[src/rtl/online_result_collector_if.sv]
// ---------------------------------------------------------------------------
// online_result_collector_if
//
// Purpose:
//   Groups the product-digit input and the parallel-result output of the
//   online result collector into one bundle.
//
// Signals:
//   start   frame start, high in the cycle the first operand digit enters
//   z_in    signed product digit (01=+1, 00=0, 11=-1, 10 illegal)
//   busy    a frame is in progress
//   done    one-cycle pulse, result valid
//   result  two's-complement product scaled by 2^no_of_digits
//   err     sticky digit error flag for the current/last frame
//
// Modports:
//   master  the producer side (drives start/z_in, observes outputs)
//   slave   the collector side
// ---------------------------------------------------------------------------
interface online_result_collector_if #(
  parameter int no_of_digits = 4,
  parameter int radix_bits   = 2
);
  logic                    start;
  logic [radix_bits-1:0]   z_in;
  logic                    busy;
  logic                    done;
  logic [no_of_digits:0]   result;
  logic                    err;

  modport master (
    output start, z_in,
    input  busy, done, result, err
  );

  modport slave (
    input  start, z_in,
    output busy, done, result, err
  );
endinterface

[src/rtl/online_result_collector.sv]
// ---------------------------------------------------------------------------
// online_result_collector
//
// Purpose:
//   Back end of the radix-2 online multiplier. Drops the first delta digits
//   of the MSD-first product stream, then converts the next no_of_digits
//   signed digits on the fly (Q/QM registers) into a two's-complement
//   integer equal to the product value * 2^no_of_digits, and presents it
//   with a one-cycle done pulse.
//
// Ports:
//   clk    clock, all state updates on the rising edge
//   reset  synchronous active-high reset, has priority over everything
//   bus    online_result_collector_if.slave:
//            start, z_in        -> inputs
//            busy, done, result, err -> outputs
//
// Timing (start in cycle 0): done is high in cycle delta+no_of_digits.
// ---------------------------------------------------------------------------
module online_result_collector #(
  parameter int no_of_digits = 4,
  parameter int radix_bits   = 2,
  parameter int radix        = 2,
  parameter int delta        = 3
) (
  input  logic                        clk,
  input  logic                        reset,
  online_result_collector_if.slave    bus
);

  localparam int W            = no_of_digits + 1;
  localparam int K_W          = (delta + no_of_digits > 1) ? $clog2(delta + no_of_digits + 1) : 1;
  localparam int SKIP_LAST    = (delta > 0) ? delta - 1 : 0;
  localparam int COLLECT_LAST = delta + no_of_digits - 1;

  // Only the radix-2 digit set {-1,0,+1} is implemented.
  if (radix != 2) begin : g_radix_check
    $error("online_result_collector supports radix 2 only");
  end

  typedef enum logic [1:0] {
    IDLE,
    SKIP,
    COLLECT,
    DONE
  } state_t;

  state_t                state, state_next;
  logic signed [W-1:0]   q, q_next;
  logic signed [W-1:0]   qm, qm_next;
  logic signed [W-1:0]   result_r, result_next;
  logic [K_W-1:0]        k, k_next;
  logic                  err_r, err_next;

  logic                  dig_pos, dig_neg, dig_nonzero, dig_bad;
  logic signed [W-1:0]   q_base, qm_base;
  logic signed [W-1:0]   step_q, step_qm;

  // Digit decode; the illegal code is converted as zero but flagged.
  assign dig_pos     = (bus.z_in == radix_bits'(1));
  assign dig_neg     = (bus.z_in == {radix_bits{1'b1}});
  assign dig_nonzero = (bus.z_in != '0);
  assign dig_bad     = dig_nonzero && !dig_pos && !dig_neg;

  // One on-the-fly conversion step. When a frame is being accepted the
  // step starts from Q=0 / QM=-1 rather than the stale registers, so a
  // delta=0 build can convert z_1 in the start edge.
  always_comb begin
    q_base  = q;
    qm_base = qm;
    if (state == IDLE) begin
      q_base  = '0;
      qm_base = '1;
    end

    step_q  = {q_base[W-2:0], 1'b0};
    step_qm = {qm_base[W-2:0], 1'b1};
    if (dig_pos) begin
      step_q  = {q_base[W-2:0], 1'b1};
      step_qm = {q_base[W-2:0], 1'b0};
    end else if (dig_neg) begin
      step_q  = {qm_base[W-2:0], 1'b1};
      step_qm = {qm_base[W-2:0], 1'b0};
    end
  end

  // Next-state and datapath updates.
  always_comb begin
    state_next  = state;
    q_next      = q;
    qm_next     = qm;
    k_next      = k;
    result_next = result_r;
    err_next    = err_r;

    unique case (state)
      IDLE: begin
        if (bus.start) begin
          k_next = K_W'(1);
          if (delta == 0) begin
            q_next   = step_q;
            qm_next  = step_qm;
            err_next = dig_bad;
            if (no_of_digits == 1) begin
              result_next = step_q;
              state_next  = DONE;
            end else begin
              state_next  = COLLECT;
            end
          end else begin
            // First discarded digit: any nonzero value is an error.
            q_next     = '0;
            qm_next    = '1;
            err_next   = dig_nonzero;
            state_next = (delta > 1) ? SKIP : COLLECT;
          end
        end
      end

      SKIP: begin
        k_next = k + K_W'(1);
        if (dig_nonzero) begin
          err_next = 1'b1;
        end
        if (k == K_W'(SKIP_LAST)) begin
          state_next = COLLECT;
        end
      end

      COLLECT: begin
        k_next  = k + K_W'(1);
        q_next  = step_q;
        qm_next = step_qm;
        if (dig_bad) begin
          err_next = 1'b1;
        end
        if (k == K_W'(COLLECT_LAST)) begin
          result_next = step_q;
          state_next  = DONE;
        end
      end

      DONE: begin
        k_next     = '0;
        state_next = IDLE;
      end

      default: begin
        state_next = IDLE;
      end
    endcase
  end

  always_ff @(posedge clk) begin
    if (reset) begin
      state    <= IDLE;
      q        <= '0;
      qm       <= '1;
      k        <= '0;
      result_r <= '0;
      err_r    <= 1'b0;
    end else begin
      state    <= state_next;
      q        <= q_next;
      qm       <= qm_next;
      k        <= k_next;
      result_r <= result_next;
      err_r    <= err_next;
    end
  end

  assign bus.busy   = (state != IDLE);
  assign bus.done   = (state == DONE);
  assign bus.result = result_r;
  assign bus.err    = err_r;

endmodule
[src/flat_wrapper.sv]
// flat-port wrapper written by rule: the top's interface ports become plain ports
module online_result_collector_flat 
#(
  parameter int no_of_digits = 4,
  parameter int radix_bits   = 2,
  parameter int radix        = 2,
  parameter int delta        = 3
)
  (clk, reset, bus_start, bus_z_in, bus_busy, bus_done, bus_result, bus_err);
  online_result_collector_if #(.no_of_digits(no_of_digits), .radix_bits(radix_bits)) bus_i ();
  input  logic clk;
  input  logic reset;
  input wire logic [$bits(bus_i.start)-1:0] bus_start;
  input wire logic [$bits(bus_i.z_in)-1:0] bus_z_in;
  output wire logic [$bits(bus_i.busy)-1:0] bus_busy;
  output wire logic [$bits(bus_i.done)-1:0] bus_done;
  output wire logic [$bits(bus_i.result)-1:0] bus_result;
  output wire logic [$bits(bus_i.err)-1:0] bus_err;
  assign bus_i.start = bus_start;
  assign bus_i.z_in = bus_z_in;
  assign bus_busy = bus_i.busy;
  assign bus_done = bus_i.done;
  assign bus_result = bus_i.result;
  assign bus_err = bus_i.err;
  online_result_collector #(.no_of_digits(no_of_digits), .radix_bits(radix_bits), .radix(radix), .delta(delta)) u_core (.clk(clk), .reset(reset), .bus(bus_i));
endmodule
[config.mk]
export PLATFORM = sky130hd
export DESIGN_NAME = online_result_collector_flat
export DESIGN_NICKNAME = d
export VERILOG_FILES = /design/src/rtl/online_result_collector_if.sv /design/src/rtl/online_result_collector.sv /design/src/flat_wrapper.sv
export SDC_FILE = /design/constraint.sdc
export NUM_CORES = 1
export LEC_CHECK = 0
export CAP_MARGIN = 20
export CORE_MARGIN = 10
export CORE_UTILIZATION = 41
export DETAILED_ROUTE_END_ITERATION = 6
export GPL_ROUTABILITY_DRIVEN = 0
export PLACE_DENSITY = 0.63
export REMOVE_ABC_BUFFERS = 1
export SLEW_MARGIN = 20
export SYNTH_ARGS = -nofsm -noshare
export SYNTH_HDL_FRONTEND = slang
export SYNTH_SLANG_ARGS = --single-unit
[constraint.sdc]
create_clock -name clk -period 2 [get_ports clk]
set_input_delay 0.2 -clock clk [delete_from_list [all_inputs] [get_ports clk]]
set_output_delay 0.2 -clock clk [all_outputs]
set_load 0.05 [all_outputs]
== After elaboration in Yosys (flattened, before gate mapping) ==
Cells that the tools add are included.

* Input bits: 5
* Register bits: 19
* Word-level logic and storage cells: 53
* Output and inout bits: 8

* Reduce and logical (&&, ||, !) cells: 14
* Eq/ne operators: 12
* $add $sub $neg: 1
* Mux-type cells: 20

{| class="wikitable"
|+ Operators by type and width
! kind !! number
|-
| 4-bit 2-to-1 mux || 5
|-
| 4-bit one-hot mux with 2 select lines || 2
|-
| 5-bit 2-to-1 mux || 2
|-
| 3-bit one-hot mux with 3 select lines || 1
|-
| 2-bit by 1-bit != test with 1-bit output (second input constant) || 4
|-
| 2-bit one-hot mux with 4 select lines || 1
|-
| 2-bit == test (second input constant) || 3
|-
| 2-bit 2-to-1 mux || 3
|-
| 2-bit nonzero test || 3
|-
| 2-bit by 1-bit == test with 1-bit output (second input constant) || 2
|-
| 1-bit 2-to-1 mux || 4
|-
| 2-bit AND reduction || 2
|-
| 4-bit AND reduction || 1
|-
| 3-bit by 1-bit adder with 3-bit output (second input constant) || 1
|-
| 3-bit by 2-bit == test with 1-bit output (second input constant) || 1
|-
| 3-bit == test (second input constant) || 1
|-
| 3-bit 2-to-1 mux || 1
|-
| 1-bit one-hot mux with 3 select lines || 1
|-
| 3-bit AND reduction || 1
|-
| 3-bit nonzero test || 1
|-
| 1-bit logical AND || 2
|-
| 1-bit logical NOT || 2
|-
| 2-bit logical NOT || 1
|-
| 2-bit != test (second input constant) || 1
|-
| 2-bit OR reduction || 1
|}

== Longest topological paths before layout ==
Gate-level depths: netlist of run 1.

* Depth after elaboration: 6
* Gate-level depth with buffers: 7
* Depth with buffers taken out: 6

== Worst setup path before layout of run 1 ==
OpenSTA, ideal clock, no wires.

* Kind: flip-flop to flip-flop
* Start point: register u_core.state[1]
* End point: register u_core.q[1]
* Period minus slack after synthesis: 1.751 ns
* Data required time: 1.908 ns
* Library setup time: 0.092 ns
* Cell stages (with the launch flop): 8
* Slack: 0.249 ns
* Data arrival time: 1.659 ns
* Buffers on the path: 1
* Cells stage by stage: dfxtp_1 inv_1 ha_1 buf_4 inv_1 a21oi_1 o21bai_1 o32ai_1

* Cells in the longest elaborated chain, start to end: 5
* Elaborated cells on any way between the ends: 10
* Those cells by class: eq/ne (2); mux (5); reduce/logical (3)

{| class="wikitable"
|+ RTL lines
! element !! line !! RTL
|-
| start: declaration || online_result_collector.sv:48 || <nowiki>state_t state, state_next;</nowiki>
|-
| start signal: assignment || online_result_collector.sv:163 || <nowiki>state <= state_next;</nowiki>
|-
| 2-bit logical NOT || online_result_collector.sv:71, online_result_collector.sv:96 ||
|-
| 4-bit 2-to-1 mux || online_result_collector.sv:71 || <nowiki>if (state == IDLE) begin</nowiki>
|-
| 5-bit 2-to-1 mux || online_result_collector.sv:81 || <nowiki>end else if (dig_neg) begin</nowiki>
|-
| 5-bit 2-to-1 mux || online_result_collector.sv:78 || <nowiki>if (dig_pos) begin</nowiki>
|-
| 4-bit one-hot mux with 2 select lines || online_result_collector.sv:96 || <nowiki>unique case (state)</nowiki>
|-
| end signal: assignment || online_result_collector.sv:164 || <nowiki>q <= q_next;</nowiki>
|-
| end: declaration || online_result_collector.sv:49 || <nowiki>logic signed [W-1:0] q, q_next;</nowiki>
|}

Several ways; a longest one is shown, not always the timed one.
A chain may end at the register's enable or synchronous reset.

== Final worst setup path of run 1 ==
* Start point: register u_core.state[1]
* End point: output port bus_done

* Cells in the longest elaborated chain, start to end: 1

{| class="wikitable"
|+ RTL lines
! element !! line !! RTL
|-
| 2-bit == test || online_result_collector.sv:173 || <nowiki>assign bus.done = (state == DONE);</nowiki>
|-
| end: declaration || flat_wrapper.sv:16 || <nowiki>output wire logic [$bits(bus_i.done)-1:0] bus_done;</nowiki>
|}

No other way between the ends.

==> metrics.txt, run 1 <==
status=complete, no violations; critical path arrival=1.67 ns; Switching Fraction=44.1%; power share of the sequential group=33.6%; sequential cell area=380 um^2; largest net degree at the start of global routing=16; setup TNS=0 ns; DR WL/cell=14.5 um; Worst R2R Setup Slack=0.25 ns; CP peak stage delay=0.80 ns; library cells used by synthesis=38; initial DRC count=33; Final Hold Vio Count=0; Lkg Pwr=0.457 nW; TritonCTS clock tree=yes; CTS Hold Bufs=0; Cell Pwr Density=1150 nW/um^2; Root Driver=clkbuf_4; Post-DRT Antenna Nets=0; most frequent cells in the layout=19 x dfxtp_1, 12 x nor2_1, 11 x clkdlybuf4s50_1; Clock Tree Buf Depth=2; FP Rows=18; Final Util=49.5%; total power=0.00139 W; part of the power in the clock network=13.6%; # setup viols final=0; worst-path fanout max=5; Critical Path Source=u_core.state[1]; yosys warns=0; worst setup margin=0.125 ns; sw power=0.000614 W; commonest non-fill, non-tap cell in the layout=dfxtp_1; starting density of the core=42.4%; post-DP HPWL=1850 um; drt pass-1 iters=4; Final Skew=0.00725 ns; Worst-Margin Slew=0.536 ns; syn_area_per_cell=8.59 um^2; fin crit share=93.7%; Chip Width=70.4 um; Critical Path Start Type=flop; core area=2450 um^2; Antenna Cells=0; pre-CTS setup slack=0.125 ns; CP endpoint kind=primary output; multi-input combinational cell area=599 um^2; fmax=533 MHz; Worst-Skew Late Latency=0.29 ns; Hold Path Origin=u_core.bus.result[3]; critical-path cell list=ha_1, clkdlybuf4s50_1; VDD IR max=656 uV; fin crit period=1.87 ns; worst hold path class=flop to flop; crit path capture=bus_done; DR DRC count=0; Clock Sinks=19; slowest library cell on the worst path=clkdlybuf4s50_1; synthesis-stage register bit count=19; Async S/R FF share, synth=0%; Max-cap violations=0; layout cells sized above 1=9.02%; Mapped Cells=121; first-pass GRT wire length=3930 um; Die Height=70.4 um; vias in the first global route=823; clock-pin slew on the worst setup and hold paths=0.10 ns; total CTS buffers=3; Worst EP required=1.80 ns; area grow syn2layout=16.8%; sequential cell area fraction in the yosys report=36.6%; initial antenna violation count=0; R2R Path End=u_core.qm[0]; detailed-route vias per instance=5.48; worst r2r src=u_core.state[1]; Crit Path Class=flop to primary output; via count=894; max_slew headroom=63.9%; fill count=236; I/O pin cnt=13; RSZ-0062 raised after global routing=false; die area=4950 um^2; I/O Buffers=12; Gate power share=52.8%; Power Internal=0.000779 W; Post-synth EDFFs=0; main flop type after synthesis=dfxtp_1; Worst Reg2Reg Path Length in Cells=6; Slew Viols, Final=0; H-Tree Depth=1; Syn Std Cell Area=1040 um^2; DRT Wirelength=2370 um; GRT Overall Usage=9.50%; grt total ovfl=0; Nets=147
-- registers in the layout (all words and copies together), names as in the netlist --
name	flops
u_core.bus.err	1
u_core.state	2
u_core.qm	4
u_core.q	4
u_core.bus.result	5
u_core.k	3
-- logic make-up (layout without fill, tap and decap cells) --
kind of cell / after synthesis / count (layout) / share of synthesized area [%]
mux: 2 / 2 / 1.93
fa+ha+maj: 8 / 8 / 9.63
simple gates: 40 / 40 / 21.2
flops: 19 / 19 / 36.6
buf+inv: 13 / 25 / 6.02
compound gates: 39 / 39 / 24.7
-- metrics by stage --
step                      hold slack [ns]  cells  cell area (um^2)
after CTS                           0.504    163              1210
after floorplan                     0.269    115              1000
after global routing                0.515    163              1210
after detailed placement            0.486    159              1190
final                               0.504    163              1210
after global placement              0.477    159              1190
-- worst max-delay path, delay by kind of cell, from the launching register on --
kind / cells / cell delay (ns)
flip-flops: 1 / 0.41
buffers and inverters: 1 / 0.80
adder cells (fa/ha/maj): 1 / 0.17
-- worst min path at each step --
stage / end / cells after the start
floorplan: u_core.k[2] / 1
global placement: u_core.bus.result[0] / 2
detailed placement: u_core.q[3] / 2
CTS: u_core.q[0] / 2
global route: u_core.q[0] / 2
finish: u_core.bus.result[3] / 2
-- synthesized netlist by cell type (3+ instances only) --
| cell | n | area, um^2 |
|---|---|---|
| ha_1 | 8 | 100 |
| nor2b_1 | 5 | 31.3 |
| nor2_1 | 12 | 45.0 |
| a21oi_1 | 10 | 50.1 |
| nor3_1 | 4 | 20.0 |
| a211oi_1 | 3 | 22.5 |
| a2bb2oi_1 | 3 | 26.3 |
| o21ai_0 | 6 | 30.0 |
| o22ai_1 | 4 | 25.0 |
| inv_1 | 7 | 26.3 |
| dfxtp_1 | 19 | 380 |
| nand2_1 | 7 | 26.3 |
-- routing by layer --
| metal | vias up | track usage [%] | share of wire, % |
|---|---|---|---|
| met3 | 4 | 3.39 | 6.8 |
| li1 | 455 | - | - |
| met4 | 0 | 4.39 | 1.5 |
| met5 | - | 0 | 0 |
| met1 | 397 | 11.6 | 47 |
| met2 | 38 | 14.4 | 45 |
-- layout make-up --
type | instances | area share, %
tap | 30 | 3.09
inverter | 7 | 2.16
timing repair buffer | 14 | 11.9
clock buffer | 4 | 2.16
multi-input combinational | 89 | 49.3
sequential | 19 | 31.3
-- power by group through the flow --
stage          Clock [W]  Combinational (W)  Sequential, W
5_1_grt         0.000223           0.000802       0.000474
3_3_place_gp           0           0.000710       0.000475
4_1_cts         0.000198           0.000725       0.000468
3_5_place_dp           0           0.000721       0.000477
6_report        0.000190           0.000735       0.000468
2_1_floorplan          0           0.000474       0.000498
-- what timing repair did --
action	in CTS	in global routing
setup buffers	0	0
gates resized for setup	0	1
setup endpoints to repair	0	2
(Power assumes the default switching activity.)
==> inputs of run 2 (changes only) <==
clock period = 1.9 ns   (was 2 ns; I/O delays follow)
==> metrics.txt, run 2 (synthesis gave the netlist of run 1 again) <==
Hold Path Origin=u_core.q[0]; WHS=0.503 ns (-0.00126 ns); VDD IR max=696 uV (+6.1%); # setup viols final=0 (unchanged); commonest non-fill, non-tap cell in the layout=dfxtp_1; critical path arrival=2.00 ns (+0.33 ns); Final Hold Vio Count=0 (unchanged); vias in the first global route=875 (+6.3%); fmax=561 MHz; Lkg Pwr=0.479 nW (+4.7%); Post-CTS Resized=0 (unchanged); worst r2r src=u_core.state[0]; CP endpoint kind=flop; Worst Reg2Reg Path Length in Cells=6 (unchanged); I/O Buffers=12 (unchanged); starting density of the core=42.4% (unchanged); Slew Viols, Final=0 (unchanged); fin crit share=93.7%; R2R Path End=u_core.qm[0]; initial DRC count=26 (-21%); Max-cap violations=0 (unchanged); FP Rows=18 (unchanged); DR WL/cell=14.5 um (-0.27%); GRT Overall Usage=9.74% (+0.24 points); Worst-Margin Slew=0.504 ns (-0.0318 ns); Cell Pwr Density=1230 nW/um^2 (+7.6%); Worst EP required=2.12 ns (+0.32 ns); Nets=150 (+2.0%); grt met1 use=12.0% (+0.42 points); die area=4950 um^2 (unchanged); largest net degree at the start of global routing=12 (-4); layout cells sized above 1=11.8% (+2.7 points); Chip Width=70.4 um (unchanged); core area=2450 um^2 (unchanged); H-Tree Depth=1 (unchanged); via count=936 (+4.7%); Worst-Skew Late Latency=0.31 ns (+0.02 ns); DR DRC count=0 (unchanged); initial antenna violation count=0 (unchanged); Critical Path Start Type=flop; Largest register FFs=5 (unchanged); # Post-CTS Setup Buffers=0 (unchanged); Root Driver=clkbuf_4; total CTS buffers=3 (unchanged); I/O pin cnt=13 (unchanged); met2 usage=14.7% (+0.30 points); Antenna Cells=0 (unchanged); fin crit period=1.78 ns; Top Usage Layer GRT=met2; CTS Hold Bufs=0 (unchanged); Crit Path Class=flop to flop; clock-pin slew on the worst setup and hold paths=0.11 ns (about the same); grt total ovfl=0 (unchanged); routing usage on met3=2.82% (-0.56 points); setup TNS=0 ns (unchanged); Clock Sinks=19 (unchanged); Post-DRT Antenna Nets=0 (unchanged); most frequent cells in the layout=19 x dfxtp_1, 12 x nor2_1, 10 x a21oi_1, 10 x clkdlybuf4s50_1, 8 x ha_1; Final Skew=0.000574 ns (-0.00668 ns); DRT Wirelength=2400 um (+1.6%); TritonCTS clock tree=yes; drt pass-1 iters=4 (unchanged); detailed-route vias per instance=5.64 (+2.8%); Clock Tree Buf Depth=2 (unchanged); post-DP HPWL=1850 um (about the same); Min-Delay Path Depth=2 (unchanged); worst hold path class=flop to flop; Worst R2R Setup Slack=0.12 ns (-0.13 ns); area grow syn2layout=19.1%; Hold EP=u_core.q[0]; Die Height=70.4 um (unchanged); worst-path fanout max=10 (+5); first-pass GRT wire length=4050 um (+3.0%); status=complete, no violations; max_slew headroom=66.3% (+2.4 points)
-- run 2: area by class of cell --
type / instances / area (um^2)
clock inverter: 1 / 5.00
tap: 30 / 37.5
timing repair buffer: 17 / 165
fill: 243 / 1220
inverter: 7 / 26.3
multi-input combinational: 89 / 602
sequential: 19 / 380
clock buffer: 3 / 22.5
-- run 2: worst max-delay path: stages, from the launching register on --
cell and delay [ns]:
dfxtp_1 0.39, inv_1 0.12, ha_1 0.33, and2b_1 0.31
nor2_4 0.20, nand3_1 0.15, a21o_1 0.19
-- run 2: per-layer routing --
metal	up-vias	part of all wire (%)	wire length, um
met3	7	6.5	156
met5	-	0	0
met2	29	44	1060
met1	437	47	1130
li1	463	-	-
met4	0	2.3	56
-- run 2: worst max-delay path by stage --
stage / start / to / slack, ns / cells past startpoint
2_1_floorplan: u_core.state[1] / u_core.q[1] / 0.19 / 6
3_3_place_gp: u_core.state[1] / u_core.qm[0] / 0.13 / 6
3_5_place_dp: u_core.state[0] / u_core.qm[0] / 0.09 / 5
4_1_cts: u_core.state[0] / u_core.qm[0] / 0.07 / 5
5_1_grt: u_core.state[0] / u_core.qm[0] / -0.005 / 6
6_report: u_core.state[0] / u_core.qm[0] / 0.12 / 6
-- run 2: stage by stage --
step | setup slack (ns) | util (%) | cell area [um^2] | total power, W | cells
after floorplan | 0.193 | - | 1000 | 0.00102 | 115
after global placement | 0.130 | 49.1 | 1210 | 0.00129 | 162
after detailed placement | 0.0881 | 49.1 | 1210 | 0.00129 | 162
after CTS | 0.0741 | 50.3 | 1230 | 0.00151 | 166
after global routing | -0.00486 | 50.5 | 1240 | 0.00163 | 166
final | 0.119 | 50.5 | 1240 | 0.00153 | 166
-- run 2: power by group --
group          leakage (nW)  total, W  internal [W]  switching, W
combinational         0.307  0.000816      0.000322      0.000494
sequential            0.154  0.000497      0.000448     0.0000484
clock                0.0177  0.000216     0.0000787      0.000137
==> inputs of run 3 (changes only) <==
CORE_MARGIN = 4   (was 10)
==> metrics.txt, run 3 (synthesis gave the netlist of run 1 again) <==
status=complete, no violations; Cell Pwr Density=1230 nW/um^2 (-0.38%); DRT Wirelength=2410 um (+0.21%); Placed Cells=159 (-1.9%); clock-pin slew on the worst setup and hold paths=0.12 ns (about the same); part of the power in the clock network=14.0% (about the same); post-DP HPWL=1760 um (-4.8%); multi-input combinational cell area=599 um^2 (-0.42%); Lkg Pwr=0.474 nW (-0.94%); Slew Viols, Final=0 (unchanged); routing usage on met3=3.73% (+0.90 points); drt pass-1 iters=4 (unchanged); Non-Filler Instances=163 (-1.8%); Nets=149 (-0.67%); max_slew headroom=66.4% (+0.083 points); worst setup margin=0.161 ns (+0.0423 ns); Hold Path Origin=u_core.q[0]; detailed-route vias per instance=5.71 (+1.2%); sequential cell area=380 um^2 (unchanged); Switching Fraction=44.6% (+0.15 points); grt total ovfl=0 (unchanged); Antenna Cells=0 (unchanged); Largest register FFs=5 (unchanged); total CTS buffers=3 (unchanged); Gate power share=53.4% (about the same); die area=3410 um^2 (-31%); Chip Width=58.4 um (-17%); fin crit share=91.5% (-2.2 points); Power Internal=0.000836 W (-1.5%); layout cells sized above 1=11.1% (-0.65 points); placed instance area=1200 um^2 (-0.62%); most frequent cells in the layout=19 x dfxtp_1, 12 x nor2_1, 10 x a21oi_1, 10 x clkdlybuf4s50_1; H-Tree Depth=1 (unchanged); met2 usage=23.1% (+8.5 points); Clock Sinks=19 (unchanged); pre-CTS setup slack=0.0765 ns (-0.0116 ns); area grow syn2layout=18.1%; critical-path cell list=inv_1, ha_2, and2b_1, nor2_2, nand3_1, a21o_1; CTS Hold Bufs=0 (unchanged); fmax=575 MHz (+2.4%); # setup viols final=0 (unchanged); Critical Path Source=u_core.state[1]; via count=930 (-0.64%); I/O pin cnt=13 (unchanged); CP endpoint kind=flop; TritonCTS clock tree=yes; vias in the first global route=841 (-3.9%); worst hold path class=flop to flop; initial DRC count=34 (+31%); GRT Overall Usage=15.3% (+5.6 points); Crit Path Class=flop to flop; Worst EP required=2.11 ns (about the same); Max-cap violations=0 (unchanged); Critical Path Start Type=flop; Die Height=58.4 um (-17%); sw power=0.000673 W (-0.96%); Worst-Skew Late Latency=0.30 ns (about the same); critical path arrival=1.95 ns (-0.05 ns); Finished Cell Area=1230 um^2 (-0.91%); Final Hold Vio Count=0 (unchanged); RSZ-0062 raised after global routing=false; DR WL/cell=14.8 um (+2.1%); CP peak stage delay=0.43 ns (+0.04 ns); Final Skew=0.00605 ns (+0.00547 ns); initial antenna violation count=0 (unchanged); power share of the sequential group=32.6% (about the same); worst r2r src=u_core.state[1]; commonest non-fill, non-tap cell in the layout=dfxtp_1; first-pass GRT wire length=4000 um (-1.2%); worst-path fanout max=15 (+5); fin crit period=1.74 ns (-0.0423 ns); fill count=228 (-6.2%); I/O Buffers=12 (unchanged); total power=0.00151 W (-1.3%); VDD IR max=670 uV (-3.8%); Root Driver=clkbuf_4; grt met1 use=21.7% (+9.7 points); largest net degree at the start of global routing=16 (+4); Worst-Margin Slew=0.503 ns (-0.00124 ns); core area=2320 um^2 (-5.6%); Post-DRT Antenna Nets=0 (unchanged); FP Rows=17 (-1); Clock Tree Buf Depth=2 (unchanged); setup TNS=0 ns (unchanged); DR DRC count=0 (unchanged); starting density of the core=44.8% (+2.5 points); Top Usage Layer GRT=met2; slowest library cell on the worst path=dfxtp_1
==> run 3: cell types whose count changed in the layout (fill, tap and decap cells not counted), sizes merged <==
cell         before  now
buf               7    5
dlygate4sd2       0    1
==> run 3: path summary, 6_finish.rpt <==
kind	endpoint	slack, ns	cells past startpoint
setup / recovery	u_core.qm[0]	0.16	6
hold / removal	u_core.q[0]	0.50	2
setup reg to reg	u_core.qm[0]	0.16	6
hold reg to reg	u_core.q[0]	0.50	2
==> run 3: final cells by class <==
cell class	instances	share of cell area, %
sequential	19	31.0
inverter	7	2.14
tap	28	2.85
clock inverter	1	0.408
multi-input combinational	89	48.8
timing repair buffer	16	12.9
clock buffer	3	1.83
==> run 3: timing repair <==
action	4_1_cts	5_1_grt
gates resized for setup	1	2
setup buffers	0	0
endpoints found under the setup margin	1	8
pin swaps	0	0
==> run 3: power groups by stage <==
stage               clock [W]  sequential (W)  combinational, W
finish               0.000212        0.000491          0.000806
global route         0.000241        0.000501          0.000880
CTS                  0.000216        0.000491          0.000793
detailed placement          0        0.000501          0.000784
global placement            0        0.000497          0.000781
floorplan                   0        0.000525          0.000499
==> run 3: critical path: cells and delay by family, from the launching register on <==
family | cells | cell delay [ns]
simple gates | 3 | 0.66
buf+inv | 1 | 0.11
compound gates | 1 | 0.18
flops | 1 | 0.43
fa+ha+maj | 1 | 0.27
==> run 3: stage by stage <==
stage / utilization (%) / hold WS, ns
floorplan: - / 0.259
detailed placement: 51.7 / 0.474
global route: 52.9 / 0.505
global placement: 51.7 / 0.480
CTS: 52.8 / 0.493
finish: 52.9 / 0.501
==> run 3: per-layer routing <==
| metal | wire (um) | vias to the layer above |
|---|---|---|
| li1 | - | 461 |
| met1 | 1210 | 429 |
| met2 | 1040 | 36 |
| met3 | 130 | 4 |
| met4 | 28 | 0 |
| met5 | 0 | - |
